===== src/rtl/byte_word_packer.sv =====
// byte_word_packer: packs a little-endian byte stream into BYTES-lane words with a keep mask
module byte_word_packer #(
  parameter int BYTES  = 4,
  parameter int BYTE_W = 8
) (
  input  logic                    clk,
  input  logic                    rst,
  input  logic                    in_valid,
  output logic                    in_ready,
  input  logic [BYTE_W-1:0]       in_data,
  input  logic                    in_last,
  output logic                    out_valid,
  input  logic                    out_ready,
  output logic [BYTES*BYTE_W-1:0] out_data,
  output logic [BYTES-1:0]        out_keep
);
  localparam int IW = $clog2(BYTES);
  typedef enum logic {FILL, HOLD} state_t;
  state_t state_q, state_d;
  logic [IW-1:0] idx_q, idx_d;
  logic [BYTES*BYTE_W-1:0] acc_q, acc_d, data_q, data_d;
  logic [BYTES-1:0] acc_keep_q, acc_keep_d, keep_q, keep_d;
  logic accept, done, consume;
  assign out_valid = state_q == HOLD;
  assign in_ready  = !out_valid || out_ready;
  assign out_data  = data_q;
  assign out_keep  = keep_q;
  assign accept    = in_valid && in_ready;
  assign done      = accept && (in_last || idx_q == IW'(BYTES-1));
  assign consume   = out_valid && out_ready;
  // Lanes above idx are always zero in acc, so the updated acc is the finished word.
  always_comb begin
    state_d    = state_q;
    idx_d      = idx_q;
    acc_d      = acc_q;
    acc_keep_d = acc_keep_q;
    data_d     = data_q;
    keep_d     = keep_q;
    if (accept) begin
      acc_d[idx_q*BYTE_W +: BYTE_W] = in_data;
      acc_keep_d[idx_q]             = 1'b1;
      idx_d                         = idx_q + 1'b1;
    end
    if (done) begin
      data_d     = acc_d;
      keep_d     = acc_keep_d;
      acc_d      = '0;
      acc_keep_d = '0;
      idx_d      = '0;
      state_d    = HOLD;
    end else if (consume) begin
      state_d = FILL;
    end
  end
  always_ff @(posedge clk) begin
    if (rst) begin
      state_q    <= FILL;
      idx_q      <= '0;
      acc_q      <= '0;
      acc_keep_q <= '0;
      data_q     <= '0;
      keep_q     <= '0;
    end else begin
      state_q    <= state_d;
      idx_q      <= idx_d;
      acc_q      <= acc_d;
      acc_keep_q <= acc_keep_d;
      data_q     <= data_d;
      keep_q     <= keep_d;
    end
  end
endmodule


===== config.mk =====
export PLATFORM = sky130hd
export DESIGN_NAME = byte_word_packer
export DESIGN_NICKNAME = d
export VERILOG_FILES = /design/src/rtl/byte_word_packer.sv
export SDC_FILE = /design/constraint.sdc
export NUM_CORES = 1
export LEC_CHECK = 0
export CELL_PAD_IN_SITES_DETAIL_PLACEMENT = 2
export CELL_PAD_IN_SITES_GLOBAL_PLACEMENT = 2
export CORE_MARGIN = 3
export CORE_UTILIZATION = 33
export DETAILED_ROUTE_END_ITERATION = 10
export GPL_ROUTABILITY_DRIVEN = 0
export PLACE_DENSITY = 0.83
export SYNTH_ARGS = -nofsm -noshare
export SYNTH_HDL_FRONTEND = slang
export SYNTH_SLANG_ARGS = --single-unit

===== constraint.sdc =====
create_clock -name clk -period 2.05 [get_ports clk]
set_input_delay 0.205 -clock clk [delete_from_list [all_inputs] [get_ports clk]]
set_output_delay 0.205 -clock clk [all_outputs]
set_load 0.01 [all_outputs]

==> flow_summary.ini <==
[sta]
max_freq_ghz = 0.515
setup_viol = 0
worst_pin_slew_ns = 0.887
clock_skew_ns = 0.00904
whs_ns = 0.462
final.min_clock_period_ns = 1.94
min_period_over_period = 0.947
drv_slew = 0
slew_headroom = 0.407
hold_viol = 0

[die]
initial_utilization = 0.346
io_pins = 51
die_x_um = 99.5
dieHeight_um = 99.5
core_sq_um = 8340
design.die.area_sq_um = 9900
rows = 33

[flow_run]
maxCapViolCount = 0

[min_path]
hold_end = acc_keep_q[0]
hold_class = reg2reg
worstHoldPathCells = 2
hp-start = acc_keep_q[0]

[logic_synthesis]
synth_area_per_cell_sq_um = 10.8
ys_types = 32
synth-async-reset-ratio = 0
synth_edf_count = 0
synthFlopType = dfxtp_1
yosysSeqAreaShare = 0.520
ys_warn_count = 0
synthesis.nets = 289
synth.cell_area_sq_um = 2890
syn_inst = 268
synth_seq_cells = 75

[clocking]
clk_latency_ns = 0.34
numCtsBuffers = 9
clockBufferDepth = 2
numClockSinks = 75
htree_levels = 3
cts_hold_buf = 0
root_buffer = clkbuf_8
clk_pin_slew_worst_paths_ns = 0.08
cts_tree = done

[power]
power_density_nw_per_um2 = 851
power_frac_comb = 0.100
power_frac_seq = 0.469
clkPwrFrac = 0.432
p_switching_mw = 0.733
p_leak_nw = 1.32
power.internal_mw = 2.45
power.share.switching = 0.230
peakVddDrop_uv = 308
p_total_mw = 3.18

[final_layout]
num-nets-final = 347
design_area_sq_um = 3740
antenna_cells = 0
drive_above_1_share = 0.130
syn2layout_area_growth_pct = 29.7

[critical_path]
crit_start = idx_q[1]
r2r_setup_slack_ns = 0.11
critical_path_class = reg2reg
cp-end-kind = flop
cp.arrival_ns = 2.22
reg2reg_to = out_data[29]
worstRegToRegCells = 6
cp-start-kind = flop
worstPathRequired_ns = 2.33
path_max_fanout = 6
reg2reg_from = idx_q[1]

[detailed_routing]
viasPerCell = 5.15
final_antenna_net_count = 0
vias = 2241
dr.pass1.iters = 4
drc = 0
drt_iter0_markers = 45
avgRoutedWirePerCell_um = 18.5
wl_mm = 8.05

[outcome]
status = complete, no violations

[place]
placed_area_sq_um = 3480
numPortBuffers = 50
dp_hpwl_mm = 5.42

[global_route]
grt_pass1_wl_mm = 13.0
grt_antenna_before_repair = 0
grt.overflow.total = 0
grt_max_degree = 38
grt_pass1_vias = 2420
track_usage = 0.169
## cell usage after synthesis (2+ instances only)
library cell / number / area [sq um]
dfxtp_1: 75 / 1500
nor2_1: 41 / 154
o2bb2ai_1: 33 / 289
a21oi_1: 16 / 80.1
a22oi_1: 14 / 105
buf_6: 12 / 135
nor4_1: 10 / 62.6
and3_1: 8 / 50.1
ha_1: 8 / 100
mux2i_1: 8 / 80.1
nand2b_1: 8 / 50.1
and2_1: 5 / 31.3
nand2_2: 3 / 18.8
nand3_1: 3 / 15.0
nor3_1: 3 / 15.0
buf_2: 2 / 10.0
clkbuf_1: 2 / 7.51
inv_1: 2 / 7.51
o2bb2ai_2: 2 / 30.0
## routing by layer
metal | vias up | wire length, um | GRT usage
met4 | 0 | 102 | 0.0546
met1 | 1107 | 3710 | 0.221
li1 | 1077 | - | -
met2 | 47 | 3970 | 0.275
met3 | 10 | 265 | 0.0421
met5 | - | 0 | 0
## per-stage QoR
stage                     TNS [ns]  cells  utilization  setup slack (ns)
after floorplan                  0    268            -             0.328
after global placement           0    419        0.417            0.0803
after detailed placement         0    419        0.417            0.0198
after CTS                        0    434        0.446            0.0327
after global routing       -0.0791    435        0.449           -0.0369
final                            0    435        0.449             0.108
## placed cells by master, fill, tap and decap left out, drive strengths merged, types with 11 or more instances in the layout
| cell type | instances |
|---|---|
| a21oi | 16 |
| a22oi | 14 |
| buf | 14 |
| clkbuf | 11 |
| clkdlybuf4s50 | 50 |
| dfxtp | 75 |
| nor2 | 42 |
| nor4 | 11 |
| o2bb2ai | 35 |
## flip-flops by register name (all words and copies together), names as in the netlist
signal / count
idx_q: 2
out_valid: 1
out_data: 32
out_keep: 4
acc_q: 32
acc_keep_q: 4
## layout make-up
type | instances | area [sq um]
clock inverters | 4 | 98.8
clock buffers | 11 | 141
multi-input cells | 173 | 1220
flip-flops and latches | 75 | 1500
fillers | 891 | 4600
inverters | 3 | 18.8
repair buffers | 64 | 631
well taps | 105 | 131
## worst max-delay path, cell delays in order, from the launching register on
cell,delay (ns)
dfxtp_1,0.42
inv_1,0.15
ha_1,0.37
nand2b_2,0.28
nor4_1,0.38
a21oi_1,0.13
o2bb2ai_1,0.15
## kinds of logic (layout without fill, tap and decap cells)
family	count (synthesis)	count (layout)	share of synthesized area
AO/OA/AOI/OAI	68	68	0.186
XOR/XNOR	1	1	0.00304
adder cells (fa/ha/maj)	8	8	0.0347
buffers and inverters	20	82	0.0620
flip-flops	75	75	0.520
multiplexers	8	8	0.0278
AND/OR/NAND/NOR	88	88	0.166
## how the worst max path moves through the flow
stage	end	slack [ns]	cells after the start
CTS	out_data[20]	0.03	6
finish	out_data[29]	0.11	6
global placement	acc_keep_q[3]	0.08	6
detailed placement	acc_keep_q[3]	0.02	6
global route	acc_q[29]	-0.04	6
floorplan	out_data[26]	0.33	6
## power groups by stage
stage	clock (mW)	combinational [mW]	sequential, mW
5_1_grt	1.46	0.348	1.49
4_1_cts	1.40	0.319	1.49
6_report	1.37	0.318	1.49
3_3_place_gp	0	0.305	1.52
2_1_floorplan	0	0.198	1.53
3_5_place_dp	0	0.316	1.52
## timing repair
| action | CTS | global route |
|---|---|---|
| endpoints found under the setup margin | 0 | 15 |
| hold endpoints to repair | 0 | 0 |
| setup buffers | 0 | 1 |
| resized for setup | 0 | 3 |
(Power assumes the default switching activity.)
